### src/rtl/debounce_scheduler_pkg.sv
// -----------------------------------------------------------------------------
// debounce_pkg
// Shared types and helpers for the time-shared button debouncer.
//   state_t   : scan FSM states (SCAN examines one button per cycle,
//               WAIT times a single button's mismatch).
//   btn_vec_t : generic button vector, wide enough for any supported count.
//   next_idx  : wrap-around increment of the scan pointer.
// -----------------------------------------------------------------------------
package debounce_pkg;

   typedef enum logic {
      SCAN = 1'b0,
      WAIT = 1'b1
   } state_t;

   localparam int MAX_BTN = 32;

   typedef logic [MAX_BTN-1:0] btn_vec_t;

   // Next scan index, wrapping from n-1 back to 0.
   function automatic int next_idx(input int ptr, input int n);
      return (ptr == n - 1) ? 0 : ptr + 1;
   endfunction

endpackage

### src/rtl/debounce_scheduler_if.sv
// -----------------------------------------------------------------------------
// debounce_scheduler_if
// Groups the debouncer's data signals.
//   scan_en       : allow the scanner to advance / start new WAITs
//   btn_sync      : synchronized raw button levels
//   btn_level     : debounced levels
//   press_pulse   : one-cycle pulse on a committed 0->1
//   release_pulse : one-cycle pulse on a committed 1->0
//   busy          : high while a button is being timed
//   active_idx    : current scan pointer
// master = stimulus side (drives scan_en/btn_sync), slave = debouncer.
// -----------------------------------------------------------------------------
interface debounce_scheduler_if #(
   parameter int NUM_BTN = 4
) ();
   localparam int IDX_W = $clog2(NUM_BTN);

   logic               scan_en;
   logic [NUM_BTN-1:0] btn_sync;
   logic [NUM_BTN-1:0] btn_level;
   logic [NUM_BTN-1:0] press_pulse;
   logic [NUM_BTN-1:0] release_pulse;
   logic               busy;
   logic [IDX_W-1:0]   active_idx;

   modport master (
      output scan_en, btn_sync,
      input  btn_level, press_pulse, release_pulse, busy, active_idx
   );

   modport slave (
      input  scan_en, btn_sync,
      output btn_level, press_pulse, release_pulse, busy, active_idx
   );
endinterface

### src/rtl/debounce_scheduler_timer.sv
// -----------------------------------------------------------------------------
// debounce_scheduler_timer
// Mod-MOD_VALUE counter with synchronous clear.
//   clk            : clock
//   srst_i         : synchronous clear (wins over increment)
//   increment_i    : advance the count this cycle
//   rolling_over_o : count is at MOD_VALUE-1 (terminal value)
// -----------------------------------------------------------------------------
module debounce_scheduler_timer #(
   parameter int MOD_VALUE = 50000,
   parameter int BIT_WIDTH = 16
) (
   input  logic clk,
   input  logic srst_i,
   input  logic increment_i,
   output logic rolling_over_o
);
   logic [BIT_WIDTH-1:0] count_q;

   assign rolling_over_o = (count_q == BIT_WIDTH'(MOD_VALUE - 1));

   always_ff @(posedge clk) begin
      if (srst_i) begin
         count_q <= '0;
      end else if (increment_i) begin
         count_q <= rolling_over_o ? '0 : count_q + 1'b1;
      end
   end
endmodule

### src/rtl/debounce_scheduler.sv
// -----------------------------------------------------------------------------
// debounce_scheduler
// Round-robin debouncer: one shared mod-counter serves NUM_BTN buttons.
// A scan FSM looks at one button per cycle; on a mismatch between the raw
// and debounced level it parks on that button and times it. The level
// commits after DEBOUNCE_CYCLES consecutive mismatching WAIT cycles.
//   clk     : clock
//   reset_n : asynchronous active-low reset
//   bus     : debounce_scheduler_if.slave (scan_en, btn_sync in;
//             btn_level, press/release pulses, busy, active_idx out)
// -----------------------------------------------------------------------------
module debounce_scheduler
   import debounce_pkg::*;
#(
   parameter int NUM_BTN         = 4,
   parameter int DEBOUNCE_CYCLES = 50000,
   parameter int CNT_WIDTH       = 16
) (
   input  logic                 clk,
   input  logic                 reset_n,
   debounce_scheduler_if.slave  bus
);
   localparam int IDX_W = $clog2(NUM_BTN);

   state_t             state_q;
   logic [IDX_W-1:0]   ptr_q;
   logic [IDX_W-1:0]   ptr_d;
   logic [NUM_BTN-1:0] level_q;
   logic [NUM_BTN-1:0] press_q;
   logic [NUM_BTN-1:0] release_q;
   logic [NUM_BTN-1:0] mismatch_vec;
   logic               mismatch;
   logic               in_wait;
   logic               abort;
   logic               timer_srst;
   logic               rolling_over;

   genvar gi;
   generate
      for (gi = 0; gi < NUM_BTN; gi++) begin : g_mismatch
         assign mismatch_vec[gi] = bus.btn_sync[gi] ^ level_q[gi];
      end
   endgenerate

   assign mismatch = mismatch_vec[ptr_q];
   assign in_wait  = (state_q == WAIT);
   // Input bounced back to its debounced level: drop this WAIT.
   assign abort    = in_wait && !mismatch;
   assign ptr_d    = IDX_W'(next_idx(int'(ptr_q), NUM_BTN));

   // Timer held clear outside WAIT, so every WAIT starts counting from 0.
   assign timer_srst = !in_wait || abort;

   debounce_scheduler_timer #(
      .MOD_VALUE (DEBOUNCE_CYCLES),
      .BIT_WIDTH (CNT_WIDTH)
   ) u_timer (
      .clk            (clk),
      .srst_i         (timer_srst),
      .increment_i    (in_wait),
      .rolling_over_o (rolling_over)
   );

   always_ff @(posedge clk or negedge reset_n) begin
      if (!reset_n) begin
         state_q   <= SCAN;
         ptr_q     <= '0;
         level_q   <= '0;
         press_q   <= '0;
         release_q <= '0;
      end else begin
         // Pulses live for exactly one cycle after a commit.
         press_q   <= '0;
         release_q <= '0;
         case (state_q)
            SCAN: begin
               if (bus.scan_en) begin
                  if (mismatch) begin
                     state_q <= WAIT;
                  end else begin
                     ptr_q <= ptr_d;
                  end
               end
            end
            WAIT: begin
               // Abort is checked first so it wins over a same-cycle rollover.
               if (abort) begin
                  state_q <= SCAN;
                  ptr_q   <= ptr_d;
               end else if (rolling_over) begin
                  level_q[ptr_q] <= bus.btn_sync[ptr_q];
                  if (bus.btn_sync[ptr_q]) begin
                     press_q[ptr_q] <= 1'b1;
                  end else begin
                     release_q[ptr_q] <= 1'b1;
                  end
                  state_q <= SCAN;
                  ptr_q   <= ptr_d;
               end
            end
            default: state_q <= SCAN;
         endcase
      end
   end

   assign bus.btn_level     = level_q;
   assign bus.press_pulse   = press_q;
   assign bus.release_pulse = release_q;
   assign bus.busy          = in_wait;
   assign bus.active_idx    = ptr_q;
endmodule

### src/flat_wrapper.sv
// flat-port wrapper written by rule: the top's interface ports become plain ports
module debounce_scheduler_flat import debounce_pkg::*;
#(
   parameter int NUM_BTN         = 4,
   parameter int DEBOUNCE_CYCLES = 50000,
   parameter int CNT_WIDTH       = 16
)
  (clk, reset_n, bus_scan_en, bus_btn_sync, bus_btn_level, bus_press_pulse, bus_release_pulse, bus_busy, bus_active_idx);
  debounce_scheduler_if #(.NUM_BTN(NUM_BTN)) bus_i ();
  input  logic clk;
  input  logic reset_n;
  input wire logic [$bits(bus_i.scan_en)-1:0] bus_scan_en;
  input wire logic [$bits(bus_i.btn_sync)-1:0] bus_btn_sync;
  output wire logic [$bits(bus_i.btn_level)-1:0] bus_btn_level;
  output wire logic [$bits(bus_i.press_pulse)-1:0] bus_press_pulse;
  output wire logic [$bits(bus_i.release_pulse)-1:0] bus_release_pulse;
  output wire logic [$bits(bus_i.busy)-1:0] bus_busy;
  output wire logic [$bits(bus_i.active_idx)-1:0] bus_active_idx;
  assign bus_i.scan_en = bus_scan_en;
  assign bus_i.btn_sync = bus_btn_sync;
  assign bus_btn_level = bus_i.btn_level;
  assign bus_press_pulse = bus_i.press_pulse;
  assign bus_release_pulse = bus_i.release_pulse;
  assign bus_busy = bus_i.busy;
  assign bus_active_idx = bus_i.active_idx;
  debounce_scheduler #(.NUM_BTN(NUM_BTN), .DEBOUNCE_CYCLES(DEBOUNCE_CYCLES), .CNT_WIDTH(CNT_WIDTH)) u_core (.clk(clk), .reset_n(reset_n), .bus(bus_i));
endmodule
### config.mk
export PLATFORM = sky130hd
export DESIGN_NAME = debounce_scheduler_flat
export DESIGN_NICKNAME = d
export VERILOG_FILES = /design/src/rtl/debounce_scheduler_pkg.sv /design/src/rtl/debounce_scheduler_if.sv /design/src/rtl/debounce_scheduler_timer.sv /design/src/rtl/debounce_scheduler.sv /design/src/flat_wrapper.sv
export SDC_FILE = /design/constraint.sdc
export NUM_CORES = 1
export LEC_CHECK = 0
export CORE_ASPECT_RATIO = 0.7
export CORE_MARGIN = 8
export CORE_UTILIZATION = 37
export DETAILED_ROUTE_END_ITERATION = 8
export PLACE_DENSITY = 0.68
export SLEW_MARGIN = 20
export SYNTH_ARGS = -nofsm -noshare
export SYNTH_HDL_FRONTEND = slang
export SYNTH_SLANG_ARGS = --single-unit
### constraint.sdc
create_clock -name clk -period 2.2 [get_ports clk]
set_input_delay 0.66 -clock clk [delete_from_list [all_inputs] [get_ports clk]]
set_output_delay 0.66 -clock clk [all_outputs]
set_load 0.05 [all_outputs]
==> summary.log <==
[grt] number of global-route vias before repair 1,113
[synthesis] Commonest cells post-synth sky130_fd_sc_hd__dfxtp_1, sky130_fd_sc_hd__dfrtp_1, sky130_fd_sc_hd__nor2_1, sky130_fd_sc_hd__nand3_1
[synthesis] Top FF cell, synth sky130_fd_sc_hd__dfxtp_1
[timing] Worst Hold Slack 0.470 ns
[timing] transition at the pin with the smallest max-transition slack 0.650 ns
[grt] first-pass GRT wire length 5.09 mm
[worst_hold_path] HP Class reg -> reg
[final_layout] sequential standard cell area 696 µm²
[floorplan] Die X-Extent 91.2 µm
[drt] total wire length after detailed routing 3.19 mm
[synthesis] area leader, netlist sky130_fd_sc_hd__dfrtp_1
[placement] Placed Cells 216
[grt] global-route usage over all layers 0.104
[timing] number of max-slew violations in the final report 0
[synthesis] cell with the most instances after synthesis sky130_fd_sc_hd__dfxtp_1
[placement] GP Congestion 0.883
[worst_setup_path] worst stage delay on the critical path 0.56 ns
[worst_setup_path] cell count of the worst reg-to-reg path 4
[worst_setup_path] cells along the critical path clkdlybuf4s50_1 -> xor2_1 -> mux4_2 -> a21oi_4 -> mux2_2
[synthesis] register area share after synthesis 0.474
[synthesis] number of warnings printed during yosys synthesis 0
[placement] Post-DP HPWL 2.49 mm
[drt] via density per instance 5.15
[worst_hold_path] sink of the worst hold path u_core.u_timer.count_q[0]$_SDFFE_PP0P_
[drt] length of the first detailed-routing pass in iterations 4
[worst_setup_path] critical path endpoint category flop
[worst_setup_path] capture point of the worst reg-to-reg path u_core.bus.active_idx[0]$_DFFE_PN0P_
[synthesis] number of enable flip-flop cells after synthesis 0
[synthesis] flops & latches, synth 31
[drt] count of nets left with antenna violations after detail routing 0
[clocking] source-to-sink clock delay at the later pin of the worst-skew pair 0.28 ns
[worst_setup_path] arrival time of data at the critical path endpoint 2.36 ns
[clocking] Root Buffer Master sky130_fd_sc_hd__clkbuf_8
[clocking] clock slew at reported path FFs 0.06 ns
[final_layout] non-filler instance count after layout 224
[synthesis] area fraction of the dominant cell type after synthesis 0.256
[placement] PortBufs 21
[clocking] TritonCTS clock tree built
[final_layout] Antenna Cells 0
[floorplan] count of boundary I/O pins 22
[clocking] CTS sink count 31
[worst_hold_path] Worst Hold Depth 1
[worst_setup_path] CP max FO 7
[synthesis] async set or reset register ratio after synthesis 0.484
[drt] top sig layer met4
[clocking] H-tree levels 2
[timing] number of endpoints failing setup at the final stage 0
[worst_hold_path] HP Start u_core.u_timer.count_q[0]$_SDFFE_PP0P_
[pwr] PwrDens 938 nW/µm²
[drt] detailed-route via count 1,154
[pwr] highest ir drop seen on vdd 682 µV
[synthesis] netlist area before placement 1470 µm²
[timing] period utilisation layout 0.996
[floorplan] Starting Density 0.381
[grt] maximum number of pins on one net before global-route repair 17
[timing] worst clock skew on the final layout 0.00543 ns
[final_layout] Multi-input gate area 752 µm²
[pwr] reported leakage power 0.000743 µW
[timing] unrepaired setup endpoints after global routing true
[drt] number of design-rule violations left by the first detailed-router iteration 86
[synthesis] synthesized netlist cell count 142
[worst_setup_path] required arrival time at the worst endpoint 2.37 ns
[drt] met3 wire len 155 µm
[final_layout] number of nets in the finished design 183
[drt] wire length on met2 1.45 mm
[drt] average wire per standard cell 14.2 µm
[synthesis] mean post-synth cell area 10.3 µm²
[timing] worst-case headroom to the max-slew limit 0.566
[grt] number of antenna violations at the first check in global routing 0
[timing] time the worst path needs with I/O delays and setup 2.19 ns
[floorplan] Core Area 3850 µm²
[timing] final-report hold violation count 0
[worst_setup_path] kind of start point of the critical path input port
[final_layout] relative area change from synthesis to final layout 27.7%
[drt] DRC Markers 0
[final_layout] # fillers 348
[grt] overall overflow remaining after global route 0
[clocking] worst-case clock buffer depth 2
[status] result of the run complete, no violations
[synthesis] Synth area leaders sky130_fd_sc_hd__dfrtp_1, sky130_fd_sc_hd__dfxtp_1, sky130_fd_sc_hd__mux2_2, sky130_fd_sc_hd__ha_1, sky130_fd_sc_hd__xnor2_1
[synthesis] net count after synthesis 154
[timing] Fmax achieved 456 MHz
[run] Maximum Capacitance Violations 0
[synthesis] synth unique cells 34
[floorplan] number of rows created at floorplan 19
[worst_setup_path] reg-to-reg setup timing slack 0.19 ns
[worst_setup_path] startpoint-to-endpoint class of the critical path in -> reg
[clocking] total of hold buffers inserted after clock tree synthesis 0
[clocking] number of CTS-inserted buffers 5
[final_layout] share of post-route cells with drive strength above 1 0.198
[worst_setup_path] RR Startpoint u_core.u_timer.count_q[7]$_SDFFE_PP0P_
[floorplan] die height 68.7 µm
[floorplan] die area 6270 µm²
[drt] sum of routed wire segments on met1 1.53 mm
[worst_setup_path] slowest stage cell, crit path sky130_fd_sc_hd__mux4_2
==> metal layers <==
metal  global-route usage  vias up
li1                     -      569
met1                0.127      548
met2                0.160       33
met3               0.0324        4
met4               0.0649        0
met5                    0        -
==> cell families after synthesis <==
group	synth area share
AND/OR/NAND/NOR	0.260
AO/OA/AOI/OAI	0.0478
XOR/XNOR	0.0717
flip-flops	0.474
adder cells (fa/ha/maj)	0.0427
multiplexers	0.0768
buffers and inverters	0.0265
==> metrics by stage <==
stage | TNS (ns) | worst slack, ns | utilization | cell area (µm²) | power (µW)
2_1_floorplan | 0 | 0.120 | - | 1470 | 1010
6_report | 0 | 0.00828 | 0.486 | 1870 | 1760
3_5_place_dp | -7.50 | -0.390 | 0.455 | 1750 | 1250
5_1_grt | -0.0240 | -0.00860 | 0.486 | 1870 | 1840
3_3_place_gp | -6.57 | -0.309 | 0.455 | 1750 | 1230
4_1_cts | 0 | 0.00638 | 0.483 | 1860 | 1750
==> cells in the final DEF (no fill, tap or decap), types with 2 or more instances in the layout <==
cell                              instances
sky130_fd_sc_hd__a21oi_1                  3
sky130_fd_sc_hd__dfrtp_1                 15
sky130_fd_sc_hd__or4_1                    2
sky130_fd_sc_hd__or2_2                    2
sky130_fd_sc_hd__xnor2_1                  7
sky130_fd_sc_hd__dfxtp_1                 16
sky130_fd_sc_hd__buf_4                   10
sky130_fd_sc_hd__ha_1                     5
sky130_fd_sc_hd__clkbuf_8                 7
sky130_fd_sc_hd__nor2_1                  14
sky130_fd_sc_hd__or4_4                    2
sky130_fd_sc_hd__mux2_2                   5
sky130_fd_sc_hd__clkdlybuf4s50_1         13
sky130_fd_sc_hd__and2_1                   4
sky130_fd_sc_hd__xor2_1                   5
sky130_fd_sc_hd__o31ai_1                  3
sky130_fd_sc_hd__and4_1                   2
sky130_fd_sc_hd__inv_1                    7
sky130_fd_sc_hd__nand4_1                  4
sky130_fd_sc_hd__mux4_2                   2
sky130_fd_sc_hd__and3_1                   5
sky130_fd_sc_hd__nand3_1                  9
sky130_fd_sc_hd__nor4bb_1                 4
sky130_fd_sc_hd__nor3_1                   5
sky130_fd_sc_hd__nand2_1                  6
==> registers in the layout, summed over array words and instances, names as in the netlist <==
register / count
u_core.bus.btn_level: 4
u_core.bus.active_idx: 2
u_core.bus.release_pulse: 4
u_core.u_timer.count_q: 16
u_core.bus.busy: 1
u_core.bus.press_pulse: 4
==> critical path: cells and delay by family <==
kind	cells	cell delay (ns)
mux	2	0.91
compound gates	1	0.18
xor+xnor	1	0.16
buf+inv	1	0.45
==> timing repair <==
action / CTS / global route
pin swaps: 1 / 0
buffers inserted: 0 / 0
resized for setup: 3 / 2
endpoints found under the setup margin: 2 / 3
==> area by class of cell <==
| type | instances | area share |
|---|---|---|
| Multi-Input combinational cell | 101 | 0.401 |
| Clock buffer | 8 | 0.0534 |
| Sequential cell | 31 | 0.371 |
| Inverter | 7 | 0.0140 |
| Tap cell | 52 | 0.0347 |
| Timing Repair Buffer | 25 | 0.125 |
==> worst max path at each step <==
stage                                                    start                                    to  slack (ns)  cells past startpoint
after floorplan           u_core.bus.active_idx[1]$_DFFE_PN0P_  u_core.bus.active_idx[0]$_DFFE_PN0P_        0.12                      4
after CTS                                      bus_btn_sync[1]  u_core.bus.active_idx[0]$_DFFE_PN0P_       0.006                      5
after global placement                         bus_btn_sync[0]  u_core.bus.active_idx[1]$_DFFE_PN0P_       -0.31                      5
after detailed placement                       bus_btn_sync[0]  u_core.bus.active_idx[1]$_DFFE_PN0P_       -0.39                      5
after global routing                           bus_btn_sync[1]  u_core.bus.active_idx[0]$_DFFE_PN0P_      -0.009                      5
final                                          bus_btn_sync[1]  u_core.bus.active_idx[0]$_DFFE_PN0P_       0.008                      5
==> where the power goes <==
part / internal, µW / switching (µW) / total (µW) / leakage [µW]
Sequential: 607 / 55.2 / 663 / 0.000333
Combinational: 252 / 358 / 609 / 0.000358
Clock: 285 / 199 / 484 / 0.0000515
Note: power is estimated with default switching activity, not from simulation.
